--- config.mk ---
export PLATFORM = sky130hd
export DESIGN_NAME = tcp_app_tx_responder
export DESIGN_NICKNAME = d
export VERILOG_FILES = /design/src/rtl/tcp_app_pkg.sv /design/src/rtl/tkeep_popcount.sv /design/src/rtl/tcp_app_tx_responder.sv
export SDC_FILE = /design/constraint.sdc
export NUM_CORES = 1
export LEC_CHECK = 0
export CELL_PAD_IN_SITES_DETAIL_PLACEMENT = 1
export CELL_PAD_IN_SITES_GLOBAL_PLACEMENT = 2
export CORE_AREA = 8 8 530 532
export DETAILED_ROUTE_END_ITERATION = 6
export DIE_AREA = 0 0 538 540
export PLACE_DENSITY = 0.42
export SYNTH_ARGS = -nofsm -noshare
export SYNTH_HDL_FRONTEND = slang
export SYNTH_SLANG_ARGS = --single-unit
--- constraint.sdc ---
create_clock -name clk -period 10.3 [get_ports clk]
set_clock_uncertainty 0.15 [all_clocks]
set_input_delay 2.575 -clock clk [delete_from_list [all_inputs] [get_ports clk]]
set_output_delay 2.575 -clock clk [all_outputs]
set_load 0.01 [all_outputs]
--- src/rtl/tcp_app_pkg.sv ---
// Shared constants for the TCP application TX handshake: status codes,
// metadata/status word field offsets and responder FSM state encodings.
package tcp_app_pkg;

    localparam logic [1:0] CODE_OK      = 2'd0;
    localparam logic [1:0] CODE_NOCONN  = 2'd1;
    localparam logic [1:0] CODE_NOSPACE = 2'd2;
    localparam logic [1:0] CODE_INVALID = 2'd3;

    localparam int META_SESS_LSB = 0;
    localparam int META_LEN_LSB  = 16;

    localparam int STAT_SESS_LSB  = 0;
    localparam int STAT_LEN_LSB   = 16;
    localparam int STAT_SPACE_LSB = 32;
    localparam int STAT_CODE_LSB  = 62;

    localparam logic [1:0] S_IDLE   = 2'd0;
    localparam logic [1:0] S_STATUS = 2'd1;
    localparam logic [1:0] S_DATA   = 2'd2;

endpackage

--- src/rtl/tkeep_popcount.sv ---
// Counts the valid bytes of a 512-bit AXI-Stream beat from its TKEEP mask.
module tkeep_popcount (
    input  logic [63:0] tkeep,
    output logic [6:0]  count
);

    always_comb begin
        count = '0;
        for (int i = 0; i < 64; i++) begin
            count = count + {6'd0, tkeep[i]};
        end
    end

endmodule

--- src/rtl/tcp_app_tx_responder.sv ---
// Stack-side stand-in for the TCP TX app interface: grants metadata requests,
// answers with a status word and forwards (or drops) one data packet per grant.
module tcp_app_tx_responder
    import tcp_app_pkg::*;
#(
    parameter int NUM_SESSIONS = 16,
    parameter int BUF_BYTES    = 65536,
    parameter int MAX_LEN      = 1408
) (
    input  logic                    clk,
    input  logic                    aresetn,
    input  logic [NUM_SESSIONS-1:0] session_open,
    input  logic [31:0]             s_axis_tx_metadata_tdata,
    input  logic                    s_axis_tx_metadata_tvalid,
    output logic                    s_axis_tx_metadata_tready,
    output logic [63:0]             m_axis_tx_status_tdata,
    output logic                    m_axis_tx_status_tvalid,
    input  logic                    m_axis_tx_status_tready,
    input  logic [511:0]            s_axis_tx_data_tdata,
    input  logic [63:0]             s_axis_tx_data_tkeep,
    input  logic                    s_axis_tx_data_tlast,
    input  logic                    s_axis_tx_data_tvalid,
    output logic                    s_axis_tx_data_tready,
    output logic [511:0]            m_axis_out_tdata,
    output logic [63:0]             m_axis_out_tkeep,
    output logic                    m_axis_out_tlast,
    output logic                    m_axis_out_tvalid,
    input  logic                    m_axis_out_tready,
    output logic [15:0]             m_out_session,
    input  logic                    free_valid,
    input  logic [15:0]             free_bytes,
    output logic [31:0]             pkt_ok_cnt,
    output logic [31:0]             pkt_err_cnt,
    output logic                    len_mismatch
);

    localparam int          SIDX_W     = $clog2(NUM_SESSIONS);
    localparam logic [16:0] NUM_SESS_W = 17'(NUM_SESSIONS);
    localparam logic [15:0] MAX_LEN_W  = 16'(MAX_LEN);
    localparam logic [31:0] BUF_W      = 32'(BUF_BYTES);

    logic [1:0]  state;
    logic        fwd;
    logic [15:0] sess_q;
    logic [15:0] len_q;
    logic [1:0]  code_q;
    logic [29:0] space;
    logic [29:0] stat_space;
    logic [16:0] bytecnt;
    logic [16:0] bytecnt_final;
    logic [6:0]  beat_bytes;
    logic [31:0] space_sum;
    logic [15:0] meta_sess;
    logic [15:0] meta_len;
    logic [1:0]  code_next;
    logic        meta_acc;
    logic        stat_acc;
    logic        beat_acc;

    tkeep_popcount u_popcount (
        .tkeep (s_axis_tx_data_tkeep),
        .count (beat_bytes)
    );

    assign meta_sess     = s_axis_tx_metadata_tdata[META_SESS_LSB +: 16];
    assign meta_len      = s_axis_tx_metadata_tdata[META_LEN_LSB +: 16];
    assign bytecnt_final = bytecnt + {10'd0, beat_bytes};

    // Every handshake output is forced low while reset is held, even before the state clears.
    assign s_axis_tx_metadata_tready = aresetn && (state == S_IDLE);
    assign m_axis_tx_status_tvalid   = aresetn && (state == S_STATUS);
    assign s_axis_tx_data_tready     = aresetn && (state == S_DATA) && (fwd ? m_axis_out_tready : 1'b1);
    assign m_axis_out_tvalid         = aresetn && (state == S_DATA) && fwd && s_axis_tx_data_tvalid;
    assign m_axis_out_tdata          = s_axis_tx_data_tdata;
    assign m_axis_out_tkeep          = s_axis_tx_data_tkeep;
    assign m_axis_out_tlast          = s_axis_tx_data_tlast;
    assign m_out_session             = sess_q;

    assign meta_acc = s_axis_tx_metadata_tvalid && s_axis_tx_metadata_tready;
    assign stat_acc = m_axis_tx_status_tvalid && m_axis_tx_status_tready;
    assign beat_acc = s_axis_tx_data_tvalid && s_axis_tx_data_tready;

    always_comb begin
        m_axis_tx_status_tdata = '0;
        m_axis_tx_status_tdata[STAT_SESS_LSB +: 16]  = sess_q;
        m_axis_tx_status_tdata[STAT_LEN_LSB +: 16]   = len_q;
        m_axis_tx_status_tdata[STAT_SPACE_LSB +: 30] = stat_space;
        m_axis_tx_status_tdata[STAT_CODE_LSB +: 2]   = code_q;
    end

    // Invalid length outranks a missing connection, which outranks lack of space.
    always_comb begin
        code_next = CODE_OK;
        if (meta_len == 16'd0 || meta_len > MAX_LEN_W) begin
            code_next = CODE_INVALID;
        end else if ({1'b0, meta_sess} >= NUM_SESS_W || !session_open[meta_sess[SIDX_W-1:0]]) begin
            code_next = CODE_NOCONN;
        end else if ({16'd0, meta_len} > {2'd0, space}) begin
            code_next = CODE_NOSPACE;
        end
    end

    // The grant never exceeds space seen at metadata time and space only grows meanwhile.
    always_comb begin
        space_sum = {2'd0, space};
        if (free_valid) begin
            space_sum = space_sum + {16'd0, free_bytes};
        end
        if (stat_acc && code_q == CODE_OK) begin
            space_sum = space_sum - {16'd0, len_q};
        end
    end

    always_ff @(posedge clk) begin
        if (!aresetn) begin
            state        <= S_IDLE;
            fwd          <= 1'b0;
            sess_q       <= '0;
            len_q        <= '0;
            code_q       <= CODE_OK;
            stat_space   <= '0;
            space        <= BUF_W[29:0];
            bytecnt      <= '0;
            pkt_ok_cnt   <= '0;
            pkt_err_cnt  <= '0;
            len_mismatch <= 1'b0;
        end else begin
            space <= (space_sum > BUF_W) ? BUF_W[29:0] : space_sum[29:0];
            case (state)
                S_IDLE: begin
                    if (meta_acc) begin
                        sess_q     <= meta_sess;
                        len_q      <= meta_len;
                        code_q     <= code_next;
                        stat_space <= (code_next == CODE_OK) ? space - {14'd0, meta_len} : space;
                        state      <= S_STATUS;
                    end
                end
                S_STATUS: begin
                    if (stat_acc) begin
                        bytecnt <= '0;
                        if (code_q != CODE_OK) begin
                            pkt_err_cnt <= pkt_err_cnt + 32'd1;
                        end
                        case (code_q)
                            CODE_OK: begin
                                fwd   <= 1'b1;
                                state <= S_DATA;
                            end
                            CODE_NOCONN: begin
                                fwd   <= 1'b0;
                                state <= S_DATA;
                            end
                            default: state <= S_IDLE;
                        endcase
                    end
                end
                S_DATA: begin
                    if (beat_acc) begin
                        bytecnt <= bytecnt_final;
                        if (s_axis_tx_data_tlast) begin
                            if (bytecnt_final != {1'b0, len_q}) begin
                                len_mismatch <= 1'b1;
                            end
                            if (fwd) begin
                                pkt_ok_cnt <= pkt_ok_cnt + 32'd1;
                            end
                            state <= S_IDLE;
                        end
                    end
                end
                default: state <= S_IDLE;
            endcase
        end
    end

endmodule

## After elaboration in Yosys (flattened, before gate mapping)

Cells that the tools add are included.

- Order comparisons: 5
- Bitwise logic cells: 1
- Equal/unequal tests: 8
- Reductions and logical operators: 29
- Mux-type cells: 19
- $add $sub $neg: 69

Operators with widths:

| operator | count |
|---|---|
| adder 7 x 1 -> 7 bit | 62 |
| adder 32 x 1 -> 32 bit, second input constant | 2 |
| two-way mux 17 bit | 2 |
| case mux 17 bit (2 select lines) | 1 |
| greater-than comparator 32 x 17 -> 1 bit, second input constant | 1 |
| two-way mux 32 bit | 1 |
| subtractor 32 x 16 -> 32 bit | 1 |
| adder 30 x 16 -> 31 bit | 1 |
| two-way mux 31 bit | 1 |
| greater-than comparator 16 x 30 -> 1 bit | 1 |
| two-way mux 30 bit | 1 |
| subtractor 30 x 16 -> 30 bit | 1 |
| adder 17 x 7 -> 17 bit | 1 |
| != test 17 x 16 -> 1 bit | 1 |
| >= comparator 16 x 5 -> 1 bit, second input constant | 1 |
| greater-than comparator 16 x 11 -> 1 bit, second input constant | 1 |
| logical NOT 16 bit | 1 |
| two-way mux 2 bit | 8 |
| AND reduction 4 bit | 3 |
| logical AND 1 bit | 10 |
| AND reduction 3 bit | 3 |
| != test 2 bit, second input constant | 4 |
| logical NOT 2 bit | 3 |
| case mux 2 bit (3 select lines) | 1 |
| 13 further kinds | 19 |

- Bits of input ports: 648
- Bits in registers: 179
- Logic and storage cells: 142

## Depth between registers and ports, before layout

- Word-level depth: 66
- Depth in mapped cells: 31

## Cells and area by module

A second synthesis with hierarchy kept.

- Cell total of the unflattened synthesis: 2195
- Area total of the unflattened synthesis: 17790.8 um^2

Modules (own cells, without submodules):

| module | times used | cells each | area an instance (um^2) |
|---|---|---|---|
| tcp_app_tx_responder | 1 | 2023 | 16067.9 |
| tkeep_popcount | 1 | 172 | 1722.9 |

## Least setup slack after synthesis

No wires, ideal clock.

- Path kind: input to register
- Start point: input port s_axis_tx_data_tkeep[0]
- End point: register len_mismatch
- Library setup time: 0.114 ns
- Data arrival time: 9.743 ns
- Path buffers: 0
- Stages on the path: 24
- Required time: 10.036 ns
- Setup slack: 0.293 ns
- Path through: ha_1 inv_1 fa_1 fa_1 fa_1 fa_1 fa_1 fa_1 fa_1 fa_1 fa_1 fa_1 fa_1 nor2b_1 o21ai_0 a21boi_0 o21ai_0 a21boi_0 o21bai_1 or2_2 xnor2_1 nor4_1 a21oi_1 a21o_1

- Word-level cells in the longest chain between the ends: 66

Ends and longest elaborated chain:

| item | RTL line | source |
|---|---|---|
| start, declared | tcp_app_tx_responder.sv:20 | `input logic [63:0] s_axis_tx_data_tkeep,` |
| adder 1 x 1 -> 2 bit | tkeep_popcount.sv:10 | `count = count + {6'd0, tkeep[i]};` |
| adder 7 x 1 -> 7 bit (62 in a row) | tkeep_popcount.sv:10 |  |
| adder 17 x 7 -> 17 bit | tcp_app_tx_responder.sv:67 | `assign bytecnt_final = bytecnt + {10'd0, beat_bytes};` |
| != test 17 x 16 -> 1 bit | tcp_app_tx_responder.sv:162 | `if (bytecnt_final != {1'b0, len_q}) begin` |
| AND reduction 4 bit (no source line) | - |  |
| end signal, assigned | tcp_app_tx_responder.sv:126 | `len_mismatch <= 1'b0;` |
| end signal, assigned | tcp_app_tx_responder.sv:163 | `len_mismatch <= 1'b1;` |
| end, declared | tcp_app_tx_responder.sv:34 | `output logic len_mismatch` |

Every way passes these cells.
A chain may end at the register's enable or synchronous reset.

## Worst setup path after layout

- Start point: input port s_axis_tx_data_tkeep[44]
- End point: register len_mismatch

- Word-level cells in the longest chain between the ends: 23

Ends and longest elaborated chain:

| item | RTL line |
|---|---|
| adder 7 x 1 -> 7 bit (20 in a row) | tkeep_popcount.sv:10 |
| adder 17 x 7 -> 17 bit | tcp_app_tx_responder.sv:67 |
| != test 17 x 16 -> 1 bit | tcp_app_tx_responder.sv:162 |
| AND reduction 4 bit (no source line) | - |

Every way passes these cells.

==> summary.md <==
| Metric | Value |
|---|---|
| Total Routed Length | 120,000 µm |
| Critical Path Sink Type | flop |
| Yosys synthesis warning count | 0 |
| Storage cell area | ~3600 µm² |
| Largest net degree at the start of global routing | 80 |
| Req. time, crit path | approximately 11 ns |
| Cell taking the most area after synthesis | buf_4 |
| Final Util | 0.0833 |
| Crit Path Max Fanout | 5 |
| Final hold vios | 0 |
| PD cells | around 290 nW/µm² |
| Worst R2R Setup Slack | 4.15 ns |
| GP Congestion | ~0.74 |
| Vias in the first global route | 15,300 |
| Clock latency on the worst-skew pair | between 0.5 and 0.6 ns |
| Post-layout min period | 10.0 ns |
| Crit Reg-Reg Startpoint | space[0] |
| Placement row count | roughly 190 |
| Port Buffers | about 350 |
| Die height | around 540 µm |
| Remaining DRCs | 0 |
| EDFF count, synth | 0 |
| RSZ-0062 raised after global routing | false |
| Io pins | ~1,400 |
| Final period util | 0.971 |
| All-Layer GR Usage | 0.0788 |
| Register area share after synthesis | 0.202 |
| Total power | 6.60 mW |
| Die area | 291,000 µm² |
| Netlist cell types | between 70 and 80 |
| Clk slew on worst S/H paths | 0.08 ns |
| Max-cap viol count | 0 |
| Syn_area_per_cell | 7.97 µm² |
| Clock root cell | clkbuf_16 |
| Seq cells post-synth | about 180 |
| Critical path arrival | approximately 10 ns |
| Hold_sp | len_q[2] |
| Synth area leaders | buf_4, dfxtp_1, fa_1 |
| Post-Syn Instances | 2,228 |
| Maximum vdd ir drop | between 0.0006 and 0.0007 V |
| Ys flop type | dfxtp_1 |
| Synthesized area | approximately 18,000 µm² |
| Global-route wire length before repair | around 150,000 µm |
| Leakage | about 7.7 nW |
| R2R cell count | 18 |
| Fin cells | approximately 5,700 |
| H-Tree Depth | 4 |
| Slew of the pin with the lowest slew margin | just over 1 ns |
| Max-Slew Margin vs Limit | 0.321 |
| Share of Yosys cell area claimed by the top area cell type | 0.251 |
| Status | complete, no violations |
| Bufs on Longest Clock Path | 3 |
| CTS sink cnt | 179 |
| Endpoint of the worst register-to-register path | space[1] |
| Drt wl/cell | 21.2 µm |
| Drt pass-1 iters | 5 |
| Starting Density | 0.0652 |
| Cts bufs inserted | 25 |
| Via count | roughly 15,000 |
| Worst Hold Endpoint | len_q[2] |
| Fraction of layout cells with a size suffix above 1 | 0.0885 |
| Worst min path class | flop to flop |
| Post-DRT Antenna Nets | 0 |
| DP HPWL | just over 100,000 µm |
| Max Clock Freq | 100 MHz |
| Grt ovf | 0 |
| DR iter-0 viols | roughly 560 |
| Final Net Count | 2,832 |
| Drt via density | between 2 and 3 |
| Crit Path Class | input pin to flop |
| Most frequent cells in the layout | clkdlybuf4s50_1, dfxtp_1, nand2_1 |
| Die outline width | ~540 µm |
| Max-slew violation count | 0 |
| Layout area overhead | 27.8% |
| Initial antenna violation count | between 50 and 60 |
| Hold Crit Depth | 2 |
| Commonest non-fill, non-tap cell in the layout | clkdlybuf4s50_1 |
| Crit path launch type | input pin |
| Multi-input gate area | roughly 9100 µm² |
| Fillcell total | 32,400 |
| Finish-stage setup viols | 0 |
| Ys async rst share | 0 |
| Core area | 272,000 µm² |
| Cts hold-fix bufs | 0 |
| CTS tree | built |
| Placed insts | between 5,000 and 6,000 |
==> flip-flops by register name (all words and copies together) (netlist names) <==
register       count
bytecnt           17
code_q             2
fwd                1
len_mismatch       1
len_q             16
m_out_session     16
pkt_err_cnt       32
pkt_ok_cnt        32
space             30
stat_space        30
state              2
==> per-stage QoR <==
stage | setup WS (ns) | area, µm² | TNS, ns | hold slack (ns)
2_1_floorplan | 0.293 | 17800 | 0 | 0.309
3_3_place_gp | -1.01 | 21700 | -7.03 | 0.318
3_5_place_dp | -1.07 | 21700 | -7.86 | 0.319
4_1_cts | 0.00943 | 22500 | 0 | 0.337
5_1_grt | 0.0195 | 22700 | 0 | 0.356
6_report | 0.302 | 22700 | 0 | 0.328
==> cell usage after synthesis (7+ instances only) <==
| cell | n |
|---|---|
| nand3_1 | 48 |
| nand3b_1 | 7 |
| xor2_1 | 43 |
| nor4_1 | 16 |
| and3_1 | 23 |
| nor2_1 | 87 |
| a211oi_1 | 17 |
| inv_1 | 160 |
| or4_1 | 7 |
| nor2b_1 | 16 |
| o31ai_1 | 8 |
| fa_1 | 58 |
| and2_1 | 58 |
| o21ai_0 | 101 |
| or3_1 | 27 |
| a21o_1 | 16 |
| o21a_1 | 14 |
| dfxtp_1 | 179 |
| o211ai_1 | 10 |
| buf_4 | 593 |
| nand4_1 | 33 |
| o21bai_1 | 7 |
| ha_1 | 75 |
| clkbuf_1 | 55 |
| a21oi_1 | 95 |
| mux2i_1 | 11 |
| a31oi_1 | 11 |
| a21boi_0 | 46 |
| nand2_1 | 178 |
| nor3_1 | 30 |
| xnor2_1 | 93 |
==> worst max-delay path: stages <==
cell and delay (ns):
clkdlybuf4s50_1 0.53, fa_1 0.46, fa_1 0.55, inv_2 0.05
fa_1 0.59, fa_1 0.45, fa_1 0.56, fa_1 0.44
fa_1 0.50, fa_1 0.52, fa_2 0.40, fa_2 0.41
inv_1 0.07, a21o_1 0.12, a21oi_2 0.08, o21bai_1 0.13
a21o_1 0.16, ha_1 0.25, a21o_1 0.20, a31oi_4 0.21
nor2_1 0.09, nand2_1 0.12, xor2_2 0.22, xnor2_2 0.09
nor4_2 0.28, a21oi_1 0.10, a21o_1 0.15
==> per-layer routing <==
metal / share of wire / GRT usage / wire length, µm / vias to the layer above
met1: 0.38 / 0.0848 / 45500 / 6873
met4: 0.075 / 0.0537 / 9000 / 54
li1: - / - / - / 6462
met5: 0.0052 / 0.00888 / 620 / -
met2: 0.41 / 0.114 / 49000 / 699
met3: 0.13 / 0.0469 / 15800 / 453
==> cell families after synthesis <==
| logic type | share of synthesized area |
|---|---|
| buffers and inverters | 0.298 |
| xor gates and xnor gates | 0.0671 |
| AOI/OAI and AO/OA | 0.136 |
| and+or+nand+nor | 0.163 |
| other | 0.000211 |
| muxes | 0.0157 |
| adders and majority gates | 0.118 |
| DFF | 0.202 |
==> area by class of cell <==
class / count / share of cell area
antenna: 13 / 0.00143
clock buffer: 28 / 0.0289
clock inverter: 5 / 0.00369
inverter: 160 / 0.0265
multi-input combinational: 1248 / 0.399
sequential: 179 / 0.158
tap: 3589 / 0.198
timing repair buffer: 437 / 0.185
==> report_power, final <==
part / leakage, nW / internal (mW) / switching, mW
clock: 0.356 / 0.504 / 0.408
sequential: 1.45 / 0.710 / 0.0236
combinational: 5.88 / 2.63 / 2.32
==> how the worst max path moves through the flow <==
| stage | start | to |
|---|---|---|
| after global placement | s_axis_tx_data_tkeep[0] | len_mismatch |
| after global routing | s_axis_tx_data_tkeep[44] | len_mismatch |
| after floorplan | s_axis_tx_data_tkeep[0] | len_mismatch |
| after CTS | s_axis_tx_data_tkeep[0] | len_mismatch |
| after detailed placement | s_axis_tx_data_tkeep[0] | len_mismatch |
| final | s_axis_tx_data_tkeep[44] | len_mismatch |
==> timing repair <==
| item | 4_1_cts | 5_1_grt |
|---|---|---|
| endpoints found under the hold margin | 0 | 0 |
| setup buffers | 2 | 3 |
| pin swaps | 11 | 33 |
| gates resized for setup | 15 | 35 |
| setup endpoints to repair | 6 | 5 |
Note: power is estimated with default switching activity, not from simulation.
==> patch 1: new RTL, same flow settings <==
The package constant `STAT_LEN_LSB` goes from 16 to 32.
--- a/src/rtl/tcp_app_pkg.sv
+++ b/src/rtl/tcp_app_pkg.sv
@@ -11,7 +11,7 @@
     localparam int META_LEN_LSB  = 16;
 
     localparam int STAT_SESS_LSB  = 0;
-    localparam int STAT_LEN_LSB   = 16;
+    localparam int STAT_LEN_LSB   = 32;
     localparam int STAT_SPACE_LSB = 32;
     localparam int STAT_CODE_LSB  = 62;
 
Check against the original RTL: not equivalent (Yosys sat finds a counterexample within 4 cycles, from zero or initial values and one cycle with aresetn low).
==> patch 1 against the original RTL <==
- sequential share of layout area grew 0.075 points
- clock power shrank 5.2%
- synthesized area grew 0.68%
- via count grew 0.19%
- wire length shrank 1.1%
- power grew 8.0%
- cell count is essentially flat
- worst setup slack lost 0.024 ns
- design area shrank 0.47%
- sequential cell count is the same
- highest routed layer unchanged
==> patch 1: results (changes against the original RTL) <==
\begin{tabular}{lr}
\hline
Metric & Value \\
\hline
\multicolumn{2}{l}{\textbf{STA}} \\
\quad Headroom to the max-slew limit & 22.4\% (-9.7 points) \\
\multicolumn{2}{l}{\textbf{Critical path}} \\
\quad Beginning of the critical path & s\_axis\_tx\_data\_tkeep[2] \\
\quad Critical path's largest stage delay & 0.62 ns (+0.03 ns) \\
\quad Critical-path cell with the highest stage delay & fa\_2 \\
\quad Highest fanout seen on the critical path & 2 (-3) \\
\quad R2R setup slack & 3.88 ns (-0.27 ns) \\
\quad Worst reg2reg path startpoint & space[1] \\
\quad Arrival time of the worst setup path & 10.31 ns (about the same) \\
\multicolumn{2}{l}{\textbf{Run status}} \\
\quad Result of the run & finished clean \\
\multicolumn{2}{l}{\textbf{Min path}} \\
\quad Hold Path End & len\_q[5] \\
\multicolumn{2}{l}{\textbf{Logic synthesis}} \\
\quad Adder-cell area share of the yosys netlist & 11.7\% (-0.079 points) \\
\quad Complex-gate fraction of the synthesized area & 13.5\% (-0.091 points) \\
\quad Area contributors post-synth & buf\_4, dfxtp\_1, fa\_1, ha\_1, xnor2\_1 \\
\quad Share of synthesized area occupied by flip-flops and latches & 20.0\% (-0.14 points) \\
\quad Avg Inst Size Synth & 7.97 sq um (about the same) \\
\quad Cell types with the highest counts after synthesis & buf\_4, dfxtp\_1, nand2\_1 \\
\multicolumn{2}{l}{\textbf{Place}} \\
\quad Number of I/O port buffers & 333 (-4.6\%) \\
\quad Detailed placement HPWL & 101000 um (-2.1\%) \\
\multicolumn{2}{l}{\textbf{Cells and area}} \\
\quad Share of cells above drive strength 1 & 9.22\% (+0.38 points) \\
\quad Number of nets in the final layout & 2835 (+0.11\%) \\
\multicolumn{2}{l}{\textbf{Routing}} \\
\quad Via-to-Cell Ratio & 2.57 (+0.17\%) \\
\multicolumn{2}{l}{\textbf{Global routing}} \\
\quad Pin count of the biggest net entering global routing & 72 (-10\%) \\
\quad First-pass GRT wire length & 152000 um (-1.1\%) \\
\quad Number of antenna violations at the first check in global routing & 49 (-11\%) \\
\quad Tot GR Track Use & 7.78\% (-0.10 points) \\
\multicolumn{2}{l}{\textbf{Power}} \\
\quad Leak pwr & 7.67 nW (-0.25\%) \\
\hline
\end{tabular}
==> patch 1: cell count changes after synthesis <==
| cell | delta |
|---|---|
| buf_4 | +16 |
==> patch 1: cell type report <==
cell class | count | area, sq um
Inverter | 160 | 601
Clock buffer | 27 | 653
Sequential cell | 179 | 3580
Tap cell | 3589 | 4490
Fill cell | 32400 | 250000
Clock inverter | 6 | 45.0
Antenna cell | 11 | 27.5
Timing Repair Buffer | 424 | 4070
Multi-Input combinational cell | 1264 | 9120
==> patch 1: tightest hold or removal path, cell delays in order (launching register included) <==
cell and delay, ns:
dfxtp_1 0.32, nand2_1 0.05, a21oi_1 0.05
==> patch 1: metrics by stage <==
stage / area [sq um] / setup TNS, ns / worst slack [ns] / hold slack (ns)
floorplan: 18000 / 0 / 0.293 / 0.286
global placement: 21700 / -6.33 / -1.01 / 0.294
detailed placement: 21700 / -6.83 / -1.06 / 0.301
CTS: 22400 / 0 / 0.0112 / 0.315
global route: 22600 / -0.0267 / -0.0267 / 0.338
finish: 22600 / 0 / 0.278 / 0.313
==> patch 1: power breakdown <==
group	internal, mW	leakage (nW)	switching [mW]
clock network	0.455	0.336	0.410
registers	0.710	1.45	0.0235
logic	2.99	5.88	2.53
total	4.16	7.67	2.97
==> patch 1: repair_timing <==
action,in CTS,in global routing
pin swaps,4,38
endpoints found under the setup margin,5,4
setup buffers,1,5
hold endpoints to repair,0,0
resized for setup,11,43
==> patch 1: layer usage <==
layer,track usage [%],vias up,part of all wire (%),routed length (um)
met2,11.4,695,41,48800
met1,8.17,6869,37,43700
li1,-,6465,-,-
met4,6.11,48,9.0,10600
met5,0.247,-,0.33,392
met3,4.38,492,13,15200
==> patch 2: new RTL, config.mk and constraints unchanged <==
Without the edit above. Put one more register stage on the output `pkt_ok_cnt`, with the module's reset. The value now appears one clock later. The other outputs are not delayed to match.
--- a/src/rtl/tcp_app_tx_responder.sv
+++ b/src/rtl/tcp_app_tx_responder.sv
@@ -38,6 +38,8 @@
     localparam logic [16:0] NUM_SESS_W = 17'(NUM_SESSIONS);
     localparam logic [15:0] MAX_LEN_W  = 16'(MAX_LEN);
     localparam logic [31:0] BUF_W      = 32'(BUF_BYTES);
+
+    logic [31:0] pkt_ok_cnt_s0;
 
     logic [1:0]  state;
     logic        fwd;
@@ -121,7 +123,7 @@
             stat_space   <= '0;
             space        <= BUF_W[29:0];
             bytecnt      <= '0;
-            pkt_ok_cnt   <= '0;
+            pkt_ok_cnt_s0 <= '0;
             pkt_err_cnt  <= '0;
             len_mismatch <= 1'b0;
         end else begin
@@ -163,7 +165,7 @@
                                 len_mismatch <= 1'b1;
                             end
                             if (fwd) begin
-                                pkt_ok_cnt <= pkt_ok_cnt + 32'd1;
+                                pkt_ok_cnt_s0 <= pkt_ok_cnt_s0 + 32'd1;
                             end
                             state <= S_IDLE;
                         end
@@ -174,5 +176,13 @@
         end
     end
 
+    always_ff @(posedge clk) begin
+        if (!aresetn) begin
+            pkt_ok_cnt <= '0;
+        end else begin
+            pkt_ok_cnt <= pkt_ok_cnt_s0;
+        end
+    end
+
 endmodule
 
Function: not settled (the Yosys comparison gave no result); the edit may change what the design does.
==> patch 2 against the original RTL <==
- sequential cell count increased by 32
- via count increased by 1.2%
- clock power increased by 36%
- non-clock buffer count decreased by 17
- sequential share of layout area increased by 1.8 points
- design area increased by 6.0%
- die area unchanged
- largest power group unchanged
- first-iteration DRC count decreased by 0.36%
- worst setup slack improved by 0.016 ns
- highest routed layer unchanged
- wire length decreased by 5.2%
- power increased by 13%
- hold slack got worse by 0.0075 ns
- synthesized area increased by 5.8%
==> patch 2: results (changes against the original RTL) <==
\begin{tabular}{lr}
\hline
Metric & Value \\
\hline
\multicolumn{2}{l}{\textbf{Place}} \\
\quad Total placed cells including tap cells & 5650 (+0.75\%) \\
\quad Worst Setup Slack post-DPL & -0.869 ns (+0.205 ns) \\
\quad Detailed placement HPWL & 97100 um (-5.5\%) \\
\quad Placed instance area & 0.0226 sq mm (+4.1\%) \\
\quad Placer Congestion & 0.732 (-1.1\%) \\
\multicolumn{2}{l}{\textbf{Logic synthesis}} \\
\quad Area contributors post-synth & buf\_4, dfxtp\_1, fa\_1, ha\_1, xnor2\_1 \\
\quad Share of synthesized area occupied by flip-flops and latches & 22.5\% (+2.3 points) \\
\quad Gate Count Post-Synth & 2294 (+3.0\%) \\
\quad Cell types with the highest counts after synthesis & buf\_4, dfxtp\_1, inv\_1 \\
\multicolumn{2}{l}{\textbf{Global routing}} \\
\quad Met1 global-route usage & 8.99\% (+0.51 points) \\
\quad Met2 Use GR & 10.4\% (-1.1 points) \\
\quad First-pass GRT wire length & 147000 um (-4.6\%) \\
\multicolumn{2}{l}{\textbf{Cells and area}} \\
\quad Number of nets in the final layout & 2882 (+1.8\%) \\
\quad Number of fillers in the final layout & 32400 (-0.083\%) \\
\quad Registers with the highest flip-flop counts & pkt\_err\_cnt: 32 flops, pkt\_ok\_cnt: 32 flops, pkt\_ok\_cnt\_s0: 32 flops \\
\quad Share of cells above drive strength 1 & 8.94\% (+0.089 points) \\
\multicolumn{2}{l}{\textbf{Clock tree}} \\
\quad TritonCTS Buffers & 34 (+36\%) \\
\quad Clk slew on worst S/H paths & 0.06 ns (-0.02 ns) \\
\quad Skew-Pair Late Insertion Delay & 0.59 ns (+0.03 ns) \\
\multicolumn{2}{l}{\textbf{Routing}} \\
\quad Total number of vias & 14700 (+1.2\%) \\
\quad Met3 routed WL & 13300 um (-16\%) \\
\quad Detailed-routed wire length on met2 & 44800 um (-8.7\%) \\
\multicolumn{2}{l}{\textbf{Critical path}} \\
\quad Worst reg2reg path startpoint & space[3] \\
\quad Arrival time of the worst setup path & 10.28 ns (-0.02 ns) \\
\quad Critical path's largest stage delay & 0.61 ns (+0.02 ns) \\
\quad R2R setup slack & 3.97 ns (-0.18 ns) \\
\quad Beginning of the critical path & s\_axis\_tx\_data\_tkeep[42] \\
\quad Endpoint of the most critical register-to-register path & space[0] \\
\quad Highest fanout seen on the critical path & 3 (-2) \\
\quad Path depth of the worst reg2reg path & 19 (+1) \\
\multicolumn{2}{l}{\textbf{STA}} \\
\quad Headroom to the max-slew limit & 27.2\% (-5.0 points) \\
\quad Fmax & 100 MHz (+0.16\%) \\
\multicolumn{2}{l}{\textbf{Min path}} \\
\quad Number of stages on the worst hold path & 2 (unchanged) \\
\quad Startpoint of the most critical hold path & m\_out\_session[12] \\
\quad Hold Path End & m\_out\_session[12] \\
\multicolumn{2}{l}{\textbf{Run status}} \\
\quad Result of the run & finished clean \\
\hline
\end{tabular}
-- patch 2: changes by cell type after synthesis, moves of 9 or more --
cell / change
and2_1: +44
dfxtp_1: +32
or3_1: -9
a21boi_0: -24
nand3_1: +60
xnor2_1: +11
o211a_1: +11
a21oi_1: -32
nand2_1: -43
mux2i_1: +20
-- patch 2: power by group --
part | switching [mW] | total, mW | internal, mW
Clock | 0.504 | 1.24 | 0.732
Combinational | 2.46 | 5.34 | 2.88
Sequential | 0.0334 | 0.874 | 0.840
-- patch 2: cell families after synthesis --
kind of cell | synth area share [%]
other | 0.0200
AND/OR/NAND/NOR | 17.5
AO/OA/AOI/OAI | 11.2
adder cells (fa/ha/maj) | 11.2
buffers and inverters | 28.3
XOR/XNOR | 6.81
multiplexers | 2.61
flip-flops | 22.5
-- patch 2: stage by stage --
step / TNS [ns] / hold WS, ns / util [%]
2_1_floorplan: 0 / 0.300 / -
3_3_place_gp: -4.66 / 0.313 / 8.31
3_5_place_dp: -5.39 / 0.314 / 8.31
4_1_cts: 0 / 0.323 / 8.74
5_1_grt: -0.00547 / 0.348 / 8.82
6_report: 0 / 0.320 / 8.83
-- patch 2: cell type report --
cell class / count / area (sq um) / share of cell area (%)
antenna: 11 / 27.5 / 0.114
clock buffer: 42 / 942 / 3.92
clock inverter: 19 / 216 / 0.900
inverter: 154 / 578 / 2.40
multi-input combinational: 1280 / 9480 / 39.4
sequential: 211 / 4220 / 17.6
tap: 3589 / 4490 / 18.7
timing repair buffer: 420 / 4100 / 17.1
-- patch 2: what timing repair did --
| action | 4_1_cts | 5_1_grt |
|---|---|---|
| resized for setup | 8 | 60 |
| setup buffers | 0 | 4 |
| pin swaps | 7 | 38 |
| setup endpoints to repair | 1 | 9 |
